===== src/rtl/lm2_pkg.sv =====
// Shared speed codes, default microcycle lengths and length selection for the LM-2 timing generator.
package lm2_pkg;

  localparam logic [1:0] SPD_SLOW  = 2'd0;
  localparam logic [1:0] SPD_MID   = 2'd1;
  localparam logic [1:0] SPD_QUICK = 2'd2;
  localparam logic [1:0] SPD_FAST  = 2'd3;

  localparam int DEF_CNT_W      = 4;
  localparam int DEF_LEN_S0     = 8;
  localparam int DEF_LEN_S1     = 6;
  localparam int DEF_LEN_S2     = 5;
  localparam int DEF_LEN_S3     = 4;
  localparam int DEF_LONG_EXTRA = 2;
  localparam int DEF_MAX_LEN    = 2 ** DEF_CNT_W;

  // Microcycle length for a speed code, stretched for long instructions and
  // clamped so it always fits the phase counter of the instantiating block.
  function automatic int unsigned len_sel(
    input logic [1:0]  speed,
    input logic        ilong,
    input int unsigned s0      = DEF_LEN_S0,
    input int unsigned s1      = DEF_LEN_S1,
    input int unsigned s2      = DEF_LEN_S2,
    input int unsigned s3      = DEF_LEN_S3,
    input int unsigned extra   = DEF_LONG_EXTRA,
    input int unsigned max_len = DEF_MAX_LEN
  );
    int unsigned base;
    int unsigned sum;
    base = s0;
    case (speed)
      SPD_SLOW:  base = s0;
      SPD_MID:   base = s1;
      SPD_QUICK: base = s2;
      SPD_FAST:  base = s3;
      default:   base = s0;
    endcase
    sum = base + (ilong ? extra : 0);
    return (sum > max_len) ? max_len : sum;
  endfunction

endpackage


===== src/rtl/lm2_tpgen_if.sv =====
// Control inputs and timing outputs of the LM-2 timing-pulse generator.
interface lm2_tpgen_if #(
  parameter int CNT_W = 4
);
  logic [1:0]       speed;
  logic             ilong;
  logic             run;
  logic             step;
  logic             hang;
  logic             iwrite;
  logic [CNT_W-1:0] ph;
  logic             tpclk;
  logic             mclk_en;
  logic             clk_en;
  logic             wp;
  logic             tse;
  logic             iwe;
  logic             cycle_exec;

  modport master (
    output speed, ilong, run, step, hang, iwrite,
    input  ph, tpclk, mclk_en, clk_en, wp, tse, iwe, cycle_exec
  );

  modport slave (
    input  speed, ilong, run, step, hang, iwrite,
    output ph, tpclk, mclk_en, clk_en, wp, tse, iwe, cycle_exec
  );
endinterface


===== src/rtl/lm2_tp_decode.sv =====
// Phase decode: turns the registered phase, cycle length and execute flag into
// the microcycle clock level, write pulse, tri-state enable and IRAM write enable.
module lm2_tp_decode #(
  parameter int CNT_W     = 4,
  parameter int WP_START  = 1,
  parameter int WP_LEN    = 2,
  parameter int TSE_START = 2
) (
  input  logic [CNT_W-1:0] ph,
  input  logic [CNT_W:0]   len_q,
  input  logic             cycle_exec,
  input  logic             iwrite,
  output logic             tpclk,
  output logic             wp,
  output logic             tse,
  output logic             iwe
);
  localparam int LW = CNT_W + 1;
  localparam logic [LW-1:0] WP_LO  = LW'(WP_START);
  localparam logic [LW-1:0] WP_HI  = LW'(WP_START + WP_LEN);
  localparam logic [LW-1:0] TSE_LO = LW'(TSE_START);

  logic [LW-1:0] ph_x;
  logic [LW-1:0] last;

  // Compare in CNT_W+1 bits so a full 2^CNT_W length does not wrap.
  assign ph_x = {1'b0, ph};
  assign last = len_q - LW'(1);

  // First half of the microcycle drives the clock level high.
  assign tpclk = ph_x < (len_q >> 1);

  // Write pulse is kept off the last phase, which also covers the hang hold.
  assign wp  = cycle_exec && (ph_x >= WP_LO) && (ph_x < WP_HI) && (ph_x < last);
  assign tse = cycle_exec && (ph_x >= TSE_LO);
  assign iwe = wp && iwrite;
endmodule


===== src/rtl/lm2_tpgen.sv =====
// LM-2 timing-pulse generator: variable-length microcycle phase counter with
// hang stretch and single-step, plus end-of-cycle enables and phase strobes.
module lm2_tpgen
  import lm2_pkg::*;
#(
  parameter int CNT_W      = DEF_CNT_W,
  parameter int LEN_S0     = DEF_LEN_S0,
  parameter int LEN_S1     = DEF_LEN_S1,
  parameter int LEN_S2     = DEF_LEN_S2,
  parameter int LEN_S3     = DEF_LEN_S3,
  parameter int LONG_EXTRA = DEF_LONG_EXTRA,
  parameter int WP_START   = 1,
  parameter int WP_LEN     = 2,
  parameter int TSE_START  = 2
) (
  input logic        clk,
  input logic        reset_n,
  lm2_tpgen_if.slave bus
);
  localparam int LW      = CNT_W + 1;
  localparam int MAX_LEN = 2 ** CNT_W;
  localparam logic [LW-1:0] LEN_RST = LW'(LEN_S0);

  logic [CNT_W-1:0] ph_q;
  logic [LW-1:0]    len_q;
  logic [LW-1:0]    ph_x;
  logic [LW-1:0]    last;
  logic             cycle_exec_q;
  logic             step_pend;
  logic             ends;

  assign ph_x = {1'b0, ph_q};
  assign last = len_q - LW'(1);
  assign ends = (ph_x == last) && !bus.hang;

  // Phase counter: wraps at the end of a cycle, holds on the last phase while hung.
  always_ff @(posedge clk or negedge reset_n) begin
    if (!reset_n) begin
      ph_q <= '0;
    end else if (ends) begin
      ph_q <= '0;
    end else if (ph_x < last) begin
      ph_q <= ph_q + CNT_W'(1);
    end
  end

  // Per-cycle state: next length and execute decision are taken only at the cycle boundary;
  // a step seen while halted is remembered until the boundary consumes it.
  always_ff @(posedge clk or negedge reset_n) begin
    if (!reset_n) begin
      len_q        <= LEN_RST;
      cycle_exec_q <= 1'b0;
      step_pend    <= 1'b0;
    end else if (ends) begin
      len_q        <= LW'(len_sel(bus.speed, bus.ilong, LEN_S0, LEN_S1, LEN_S2, LEN_S3,
                                  LONG_EXTRA, MAX_LEN));
      cycle_exec_q <= bus.run | step_pend | bus.step;
      if (!bus.run) begin
        step_pend <= 1'b0;
      end
    end else if (bus.step && !bus.run) begin
      step_pend <= 1'b1;
    end
  end

  assign bus.ph         = ph_q;
  assign bus.mclk_en    = ends;
  assign bus.clk_en     = ends && cycle_exec_q;
  assign bus.cycle_exec = cycle_exec_q;

  lm2_tp_decode #(
    .CNT_W     (CNT_W),
    .WP_START  (WP_START),
    .WP_LEN    (WP_LEN),
    .TSE_START (TSE_START)
  ) u_decode (
    .ph         (ph_q),
    .len_q      (len_q),
    .cycle_exec (cycle_exec_q),
    .iwrite     (bus.iwrite),
    .tpclk      (bus.tpclk),
    .wp         (bus.wp),
    .tse        (bus.tse),
    .iwe        (bus.iwe)
  );
endmodule


===== src/flat_wrapper.sv =====
// flat-port wrapper written by rule: the top's interface ports become plain ports
module lm2_tpgen_flat import lm2_pkg::*;
#(
  parameter int CNT_W      = DEF_CNT_W,
  parameter int LEN_S0     = DEF_LEN_S0,
  parameter int LEN_S1     = DEF_LEN_S1,
  parameter int LEN_S2     = DEF_LEN_S2,
  parameter int LEN_S3     = DEF_LEN_S3,
  parameter int LONG_EXTRA = DEF_LONG_EXTRA,
  parameter int WP_START   = 1,
  parameter int WP_LEN     = 2,
  parameter int TSE_START  = 2
)
  (clk, reset_n, bus_speed, bus_ilong, bus_run, bus_step, bus_hang, bus_iwrite, bus_ph, bus_tpclk, bus_mclk_en, bus_clk_en, bus_wp, bus_tse, bus_iwe, bus_cycle_exec);
  lm2_tpgen_if #(.CNT_W(CNT_W)) bus_i ();
  input logic clk;
  input logic reset_n;
  input wire logic [$bits(bus_i.speed)-1:0] bus_speed;
  input wire logic [$bits(bus_i.ilong)-1:0] bus_ilong;
  input wire logic [$bits(bus_i.run)-1:0] bus_run;
  input wire logic [$bits(bus_i.step)-1:0] bus_step;
  input wire logic [$bits(bus_i.hang)-1:0] bus_hang;
  input wire logic [$bits(bus_i.iwrite)-1:0] bus_iwrite;
  output wire logic [$bits(bus_i.ph)-1:0] bus_ph;
  output wire logic [$bits(bus_i.tpclk)-1:0] bus_tpclk;
  output wire logic [$bits(bus_i.mclk_en)-1:0] bus_mclk_en;
  output wire logic [$bits(bus_i.clk_en)-1:0] bus_clk_en;
  output wire logic [$bits(bus_i.wp)-1:0] bus_wp;
  output wire logic [$bits(bus_i.tse)-1:0] bus_tse;
  output wire logic [$bits(bus_i.iwe)-1:0] bus_iwe;
  output wire logic [$bits(bus_i.cycle_exec)-1:0] bus_cycle_exec;
  assign bus_i.speed = bus_speed;
  assign bus_i.ilong = bus_ilong;
  assign bus_i.run = bus_run;
  assign bus_i.step = bus_step;
  assign bus_i.hang = bus_hang;
  assign bus_i.iwrite = bus_iwrite;
  assign bus_ph = bus_i.ph;
  assign bus_tpclk = bus_i.tpclk;
  assign bus_mclk_en = bus_i.mclk_en;
  assign bus_clk_en = bus_i.clk_en;
  assign bus_wp = bus_i.wp;
  assign bus_tse = bus_i.tse;
  assign bus_iwe = bus_i.iwe;
  assign bus_cycle_exec = bus_i.cycle_exec;
  lm2_tpgen #(.CNT_W(CNT_W), .LEN_S0(LEN_S0), .LEN_S1(LEN_S1), .LEN_S2(LEN_S2), .LEN_S3(LEN_S3), .LONG_EXTRA(LONG_EXTRA), .WP_START(WP_START), .WP_LEN(WP_LEN), .TSE_START(TSE_START)) u_core (.clk(clk), .reset_n(reset_n), .bus(bus_i));
endmodule

===== config.mk =====
export PLATFORM = sky130hd
export DESIGN_NAME = lm2_tpgen_flat
export DESIGN_NICKNAME = d
export VERILOG_FILES = /design/src/rtl/lm2_pkg.sv /design/src/rtl/lm2_tpgen_if.sv /design/src/rtl/lm2_tp_decode.sv /design/src/rtl/lm2_tpgen.sv /design/src/flat_wrapper.sv
export SDC_FILE = /design/constraint.sdc
export NUM_CORES = 1
export LEC_CHECK = 0
export BUFFER_PORTS_ARGS = -buffer_cell sky130_fd_sc_hd__buf_4
export CORE_AREA = 2 2 45 47
export DETAILED_ROUTE_END_ITERATION = 10
export DIE_AREA = 0 0 47 49
export GPL_TIMING_DRIVEN = 0
export PLACE_DENSITY = 0.8
export SLEW_MARGIN = 0
export SYNTH_ARGS = -nofsm -noshare
export SYNTH_HDL_FRONTEND = slang
export SYNTH_SLANG_ARGS = --single-unit

===== constraint.sdc =====
create_clock -name clk -period 2 [get_ports clk]
set_input_delay 0.2 -clock clk [delete_from_list [all_inputs] [get_ports clk]]
set_output_delay 0.2 -clock clk [all_outputs]
set_load 0.01 [all_outputs]

==> flow_summary.yaml, run 1 <==
logic_synthesis:
  top_cell_type_by_total_area_after_synthesis: "sky130_fd_sc_hd__dfrtp_1"
  yosysWarningCount: 0
  synthCells: 84
  yosys-mux-area-fraction_pct: 1.39
  yosys-top-cells-count: "sky130_fd_sc_hd__ha_1, sky130_fd_sc_hd__inv_1, sky130_fd_sc_hd__dfrtp_1"
  leading_cell_type_by_number_of_instances_after_synthesis: "sky130_fd_sc_hd__ha_1"
  mappedNetlistArea_um2: 810
  synth-seq-cells: 10
  seq_area_frac_synth_pct: 31.1
  synth_adder_area_share_pct: 20.1
  synth-simple-area-share_pct: 19.5
  synth_compound_gate_area_share_pct: 19.3
  synth_top_family_by_area: "adder cells"
  synth-main-ff-cell: "sky130_fd_sc_hd__dfrtp_1"
  synth_edf_count: 0
  synth.lib_cells_used.distinct: 31
  avgSynthCellArea_um2: 9.64
  synthArstFlopShare_pct: 100
  synth_area_leaders: "sky130_fd_sc_hd__dfrtp_1, sky130_fd_sc_hd__ha_1, sky130_fd_sc_hd__inv_1"
  synth_fp_nets: 106
  proportion_of_netlist_area_held_by_the_largest_area_contributor_pct: 27.8
  synth_xor_xnor_area_share_pct: 2.16
routing:
  detailedRoute.firstPassIterationCount: 4
  drt-vias-per-instance: 5.41
  detail_route.wl_per_cell_um: 16.2
  routed-via-count: 795
  drc: 0
  ant_nets: 0
  drtIter0Drc: 9
  wirelength_um: 2380
global_routing:
  grt_overflow_total: 0
  grt_pass1_wl_um: 3470
  number_of_antenna_violations_at_the_first_check_in_global_routing: 0
  grt_start_max_net_pins: 11
  global_route.usage.total_pct: 21.0
  grt_pass1_vias: 823
cells_and_area:
  final_area_mm2: 0.00128
  nNetsFinal: 143
  layout-drive-gt1-share_pct: 49.2
  multi_input_comb_area_um2: 611
  filler_cell_count: 136
  diodes: 0
  regArea_um2: 253
  area_delta_synth_final_pct: 57.7
clock_network:
  cts_h_tree_depth: 1
  clkSinkCount: 10
  cts.root.buffer_cell: "sky130_fd_sc_hd__clkbuf_4"
  worst_setup_hold_path_clk_slew_ns: 0.07
  tritoncts: "done"
  insertion_delay_to_the_later_sink_of_the_worst_skew_pair_ns: 0.28
  clk_path_buf_depth: 2
  numCtsBuffers: 3
floorplan:
  die_area_mm2: 0.00230
  rows: 16
  io_pins: 20
  die_width_um: 47
  die_height_um: 49
  initial_core_util_pct: 44.0
  fp.coreArea_mm2: 0.00184
setup_path:
  rr_startpoint: "u_core.len_q[1]"
  r2r_setup_slack_ns: -0.27
  critPathSlowestCell: "sky130_fd_sc_hd__dfrtp_1"
  startpoint_type: "flip-flop"
  rr_endpoint: "u_core.bus.ph[3]"
  timing.critical_path.cells: "inv_2 > ha_4 > xnor2_2 > ha_4 > a21oi_4 > o221ai_4 > a21oi_2 > and2_1 > buf_6"
  end_kind: "output pin"
  max_stage_delay_ns: 0.41
  worstPathArrival_ns: 2.16
  worst_r2r_path_depth: 9
  crit_path_max_fanout: 3
  crit_top_cell: "sky130_fd_sc_hd__ha_4"
  worst_ep_required_time_ns: 1.80
  critPathKind: "reg -> out"
timing:
  achievable-frequency_mhz: 424
  finalHoldViolCount: 0
  actual_slew_at_the_worst_max_slew_pin_ns: 0.339
  min_period_over_period_pct: 118
  period_minus_slack_ns: 2.36
  timing.final.max_slew_violations: 0
  skew_ns: 0.00163
  finalSetupViolations: 10
  worst_slew_margin_rel_pct: 77.2
  rsz0062_at_grt: "yes"
  post-route-worst-setup-slack_ns: -0.360
outcome:
  outcome: "finished, violations left"
  violations: "setup timing"
worst_hold_path:
  hp-start: "bus_step"
  hold-path-cell-count: 3
  min_delay_worst_endpoint: "u_core.step_pend"
  hold_path_class: "in -> reg"
power:
  vdd.ir_drop.worst_mv: 0.293
  leakagePower_uw: 0.000563
  post-layout-total-power_uw: 422
  powerDensity_mw_per_mm2: 331
place:
  dpl.hpwl_um: 1390
  routabilityCongestion: 0.831
  place_area_mm2: 0.00102
  number_of_port_buffers: 19
flow_run:
  max_cap_violations: 0
## state kept, by name (all words and copies together), names as in the netlist
name / flops
u_core.bus.ph: 4
u_core.len_q: 4
u_core.bus.cycle_exec: 1
u_core.step_pend: 1
## layout by cell type, fill, tap and decap left out, types with 2 or more instances in the layout
master | netlist | layout
sky130_fd_sc_hd__buf_4 | 1 | 24
sky130_fd_sc_hd__ha_1 | 13 | 11
sky130_fd_sc_hd__inv_1 | 12 | 10
sky130_fd_sc_hd__dfrtp_1 | 9 | 8
sky130_fd_sc_hd__buf_6 | 0 | 6
sky130_fd_sc_hd__o21ai_1 | 0 | 4
sky130_fd_sc_hd__a21oi_2 | 1 | 4
sky130_fd_sc_hd__nor2_1 | 4 | 4
sky130_fd_sc_hd__nor2b_1 | 3 | 3
sky130_fd_sc_hd__nand3_1 | 3 | 3
sky130_fd_sc_hd__a21oi_1 | 7 | 3
sky130_fd_sc_hd__clkbuf_4 | 0 | 3
sky130_fd_sc_hd__inv_2 | 0 | 2
sky130_fd_sc_hd__nor3b_4 | 2 | 2
sky130_fd_sc_hd__and2_1 | 2 | 2
sky130_fd_sc_hd__o2bb2ai_1 | 2 | 2
sky130_fd_sc_hd__ha_4 | 0 | 2
## worst max path at each step
stage	from	end	slack, ns	cells past startpoint
2_1_floorplan	u_core.len_q[1]	u_core.bus.ph[3]	-0.03	8
3_3_place_gp	u_core.len_q[2]	bus_mclk_en	-0.15	7
3_5_place_dp	u_core.len_q[2]	u_core.bus.ph[3]	-0.20	7
4_1_cts	u_core.len_q[0]	bus_iwe	-0.27	8
5_1_grt	u_core.len_q[1]	bus_iwe	-0.43	9
6_report	u_core.len_q[1]	bus_iwe	-0.36	9
## where the power goes
part           leakage, uW  total (uW)  internal, uW  switching [uW]
logic             0.000433        29.3          16.2            13.1
registers         0.000108         202           202       0.0000234
clock network    0.0000210         191           111            80.0
## area by class of cell
cell class	count	share of cell area, %
Sequential cell	10	19.8
Inverter	12	3.53
Timing Repair Buffer	32	22.5
Buffer	1	0.882
Tap cell	27	2.65
Clock buffer	4	2.84
Multi-Input combinational cell	61	47.8
## stage by stage
step                      TNS, ns  util, %  hold slack (ns)  worst slack, ns  cells
after floorplan           -0.0265        -          -0.0956          -0.0265     84
after global routing        -2.61     69.3            0.205           -0.434    147
after CTS                   -1.16     65.6            0.196           -0.266    145
after global placement     -0.628     55.4           0.0338           -0.148    130
after detailed placement    -1.22     55.4           0.0400           -0.198    130
final                       -1.56     69.3            0.202           -0.360    147
## critical path, delay by kind of cell, from the launching register on
kind	cells	cell delay (ns)
fa+ha+maj	2	0.41
simple gates	1	0.20
buf+inv	2	0.20
xor+xnor	1	0.18
flops	1	0.41
compound gates	3	0.48
## cells by family (layout without fill, tap and decap cells)
logic type	Yosys count	count (layout)
flip-flops	10	10
AO/OA/AOI/OAI	22	22
AND/OR/NAND/NOR	23	23
adder cells (fa/ha/maj)	13	13
buffers and inverters	13	49
multiplexers	1	1
XOR/XNOR	2	2
## metal layers
| metal | global-route usage (%) | wire length, um | vias to the layer above |
|---|---|---|---|
| li1 | - | - | 373 |
| met1 | 25.5 | 943 | 379 |
| met2 | 34.0 | 1200 | 28 |
| met3 | 1.85 | 80 | 15 |
| met4 | 13.0 | 150 | 0 |
| met5 | 0 | 0 | - |
## what timing repair did
action | CTS | global route
gates cloned | 0 | 1
hold buffers | 1 | 0
buffers inserted | 10 | 3
pin swaps | 11 | 7
hold endpoints to repair | 10 | 0
endpoints found under the setup margin | 13 | 15
resized for setup | 11 | 13
No activity file was read; power rests on OpenSTA's default activity.
==> run 2, diff against run 1 <==
--- a/config.mk
+++ b/config.mk
@@ -5,12 +5,12 @@
 export SDC_FILE = /design/constraint.sdc
 export NUM_CORES = 1
 export LEC_CHECK = 0
-export BUFFER_PORTS_ARGS = -buffer_cell sky130_fd_sc_hd__buf_4
-export CORE_AREA = 2 2 45 47
+export BUFFER_PORTS_ARGS = -buffer_cell sky130_fd_sc_hd__buf_2
+export CORE_AREA = 2 2 57 49
 export DETAILED_ROUTE_END_ITERATION = 10
-export DIE_AREA = 0 0 47 49
+export DIE_AREA = 0 0 59 51
 export GPL_TIMING_DRIVEN = 0
-export PLACE_DENSITY = 0.8
+export PLACE_DENSITY = 0.64
 export SLEW_MARGIN = 0
 export SYNTH_ARGS = -nofsm -noshare
 export SYNTH_HDL_FRONTEND = slang
==> run 2 against run 1 <==
Against the previous run:
- the run still ends with setup timing left
- worst setup slack better by 0.095 ns
- worst hold slack worse by 0.0078 ns
- design area is 2.7% higher
- final cell count is 4.1% higher
- flip-flop and latch count stayed put
- count of clock-buffer cells in the layout stayed put
- largest power group unchanged
==> flow_summary.yaml, run 2 (synthesized netlist as in run 1, its figures left out) <==
outcome:
  outcome: "finished, violations left"
  violations: "setup timing"
timing:
  min_period_over_period_pct: 113
  period_minus_slack_ns: 2.26
  finalHoldViolCount: 0
  finalSetupTns_ns: -1.59
  actual_slew_at_the_worst_max_slew_pin_ns: 0.389
  worst_slew_margin_rel_pct: 74.0
  rsz0062_at_grt: "yes"
  skew_ns: 0.00325
  hold_slack_ns: 0.194
  post-route-worst-setup-slack_ns: -0.265
  timing.final.max_slew_violations: 0
  achievable-frequency_mhz: 442
  finalSetupViolations: 13
routing:
  drtIter0Drc: 6
  drt-vias-per-instance: 4.97
  drc: 0
  detail_route.wl_per_cell_um: 13.9
  wirelength_um: 2120
  detailedRoute.firstPassIterationCount: 4
  ant_nets: 0
  routed-via-count: 761
cells_and_area:
  mostFrequentLayoutCells: "sky130_fd_sc_hd__buf_2, sky130_fd_sc_hd__ha_1, sky130_fd_sc_hd__buf_6"
  area_delta_synth_final_pct: 62.0
  final_area_mm2: 0.00131
  diodes: 0
  nNetsFinal: 148
  layout-drive-gt1-share_pct: 56.0
  mostFrequentLayoutCell: "sky130_fd_sc_hd__buf_2"
clock_network:
  insertion_delay_to_the_later_sink_of_the_worst_skew_pair_ns: 0.27
  worst_setup_hold_path_clk_slew_ns: 0.07
  tritoncts: "done"
  clk_path_buf_depth: 2
  cts_h_tree_depth: 1
  clkSinkCount: 10
  cts.root.buffer_cell: "sky130_fd_sc_hd__clkbuf_4"
  numCtsBuffers: 3
power:
  leakagePower_uw: 0.000585
  powerDensity_mw_per_mm2: 313
  vdd.ir_drop.worst_mv: 0.247
floorplan:
  io_pins: 20
  initial_core_util_pct: 32.3
  die_area_mm2: 0.00301
  die_width_um: 59
  fp.coreArea_mm2: 0.00251
  die_height_um: 51
  rows: 17
place:
  routabilityCongestion: 0.794
  place_area_um2: 973
  dpl.hpwl_um: 1390
  dpl_worst_slack_ns: -0.186
  number_of_port_buffers: 19
global_routing:
  grt_overflow_total: 0
  grt_pass1_vias: 743
  global_route.usage.total_pct: 14.9
  grt_pass1_wl_um: 3390
  grt_start_max_net_pins: 11
  number_of_antenna_violations_at_the_first_check_in_global_routing: 0
setup_path:
  rr_startpoint: "u_core.len_q[0]"
  critPathKind: "reg -> reg"
  end_kind: "flip-flop"
  worstPathArrival_ns: 2.42
  startpoint_type: "flip-flop"
  setup.worst_path.start: "u_core.len_q[0]"
  r2r_setup_slack_ns: -0.26
  rr_endpoint: "u_core.bus.ph[3]"
  crit_path_max_fanout: 4
  worst_ep_required_time_ns: 2.16
  worst_r2r_path_depth: 9
worst_hold_path:
  hold_path_class: "in -> reg"
  min_delay_worst_endpoint: "u_core.step_pend"
  hold-path-cell-count: 3
  hp-start: "bus_run"
flow_run:
  max_cap_violations: 0
-- run 2: cell types whose count changed in the layout (fill, tap and decap cells not counted), moves of 2 or more --
| cell | before | now |
|---|---|---|
| sky130_fd_sc_hd__buf_2 | 0 | 18 |
| sky130_fd_sc_hd__buf_4 | 24 | 9 |
| sky130_fd_sc_hd__buf_6 | 6 | 10 |
| sky130_fd_sc_hd__o21ai_1 | 4 | 1 |
| sky130_fd_sc_hd__o2bb2ai_1 | 2 | 0 |
| sky130_fd_sc_hd__o2bb2ai_2 | 0 | 2 |
-- run 2: layer usage --
| metal | share of wire [%] | vias up | track usage, % |
|---|---|---|---|
| li1 | - | 385 | - |
| met1 | 48 | 361 | 20.9 |
| met2 | 50 | 11 | 22.8 |
| met3 | 1.6 | 4 | 1.52 |
| met4 | 1.0 | 0 | 6.82 |
| met5 | 0 | - | 0 |
-- run 2: worst max path at each step --
stage | endpoint | cells past startpoint
after CTS | bus_iwe | 8
final | u_core.bus.ph[3] | 9
after global routing | bus_clk_en | 8
after global placement | bus_mclk_en | 7
after floorplan | u_core.bus.ph[3] | 8
after detailed placement | bus_mclk_en | 7
-- run 2: report_power, final --
group          total (uW)  switching [uW]  internal, uW
logic                23.0            11.2          11.7
clock network         186            75.0           111
registers             202       0.0000233           202
-- run 2: final cells by class --
class	count	area, um^2
plain buffers	1	11.3
multi-input cells	61	662
well taps	28	35.0
clock buffers	4	36.3
fillers	220	1200
inverters	12	45.0
repair buffers	37	269
flip-flops and latches	10	253
-- run 2: timing repair --
item | in CTS | in global routing
buffers inserted | 7 | 11
resized for setup | 12 | 22
pin swaps | 12 | 16
hold buffers | 1 | 0
hold endpoints to repair | 9 | 0
endpoints found under the setup margin | 12 | 9
-- run 2: per-stage QoR --
stage / util, % / std cells / total power [uW]
3_5_place_dp: 38.8 / 131 / 227
4_1_cts: 45.4 / 143 / 413
5_1_grt: 52.2 / 153 / 429
6_report: 52.2 / 153 / 411
3_3_place_gp: 38.8 / 131 / 226
2_1_floorplan: - / 84 / 213
-- run 2: critical path: stages (launching register included) --
cell and delay (ns):
sky130_fd_sc_hd__dfrtp_1 0.41, sky130_fd_sc_hd__inv_2 0.07, sky130_fd_sc_hd__ha_4 0.18, sky130_fd_sc_hd__xnor2_4 0.13, sky130_fd_sc_hd__ha_4 0.30, sky130_fd_sc_hd__nand3_4 0.11
sky130_fd_sc_hd__buf_4 0.15, sky130_fd_sc_hd__o221a_4 0.28, sky130_fd_sc_hd__o2111ai_2 0.21, sky130_fd_sc_hd__mux2_4 0.31
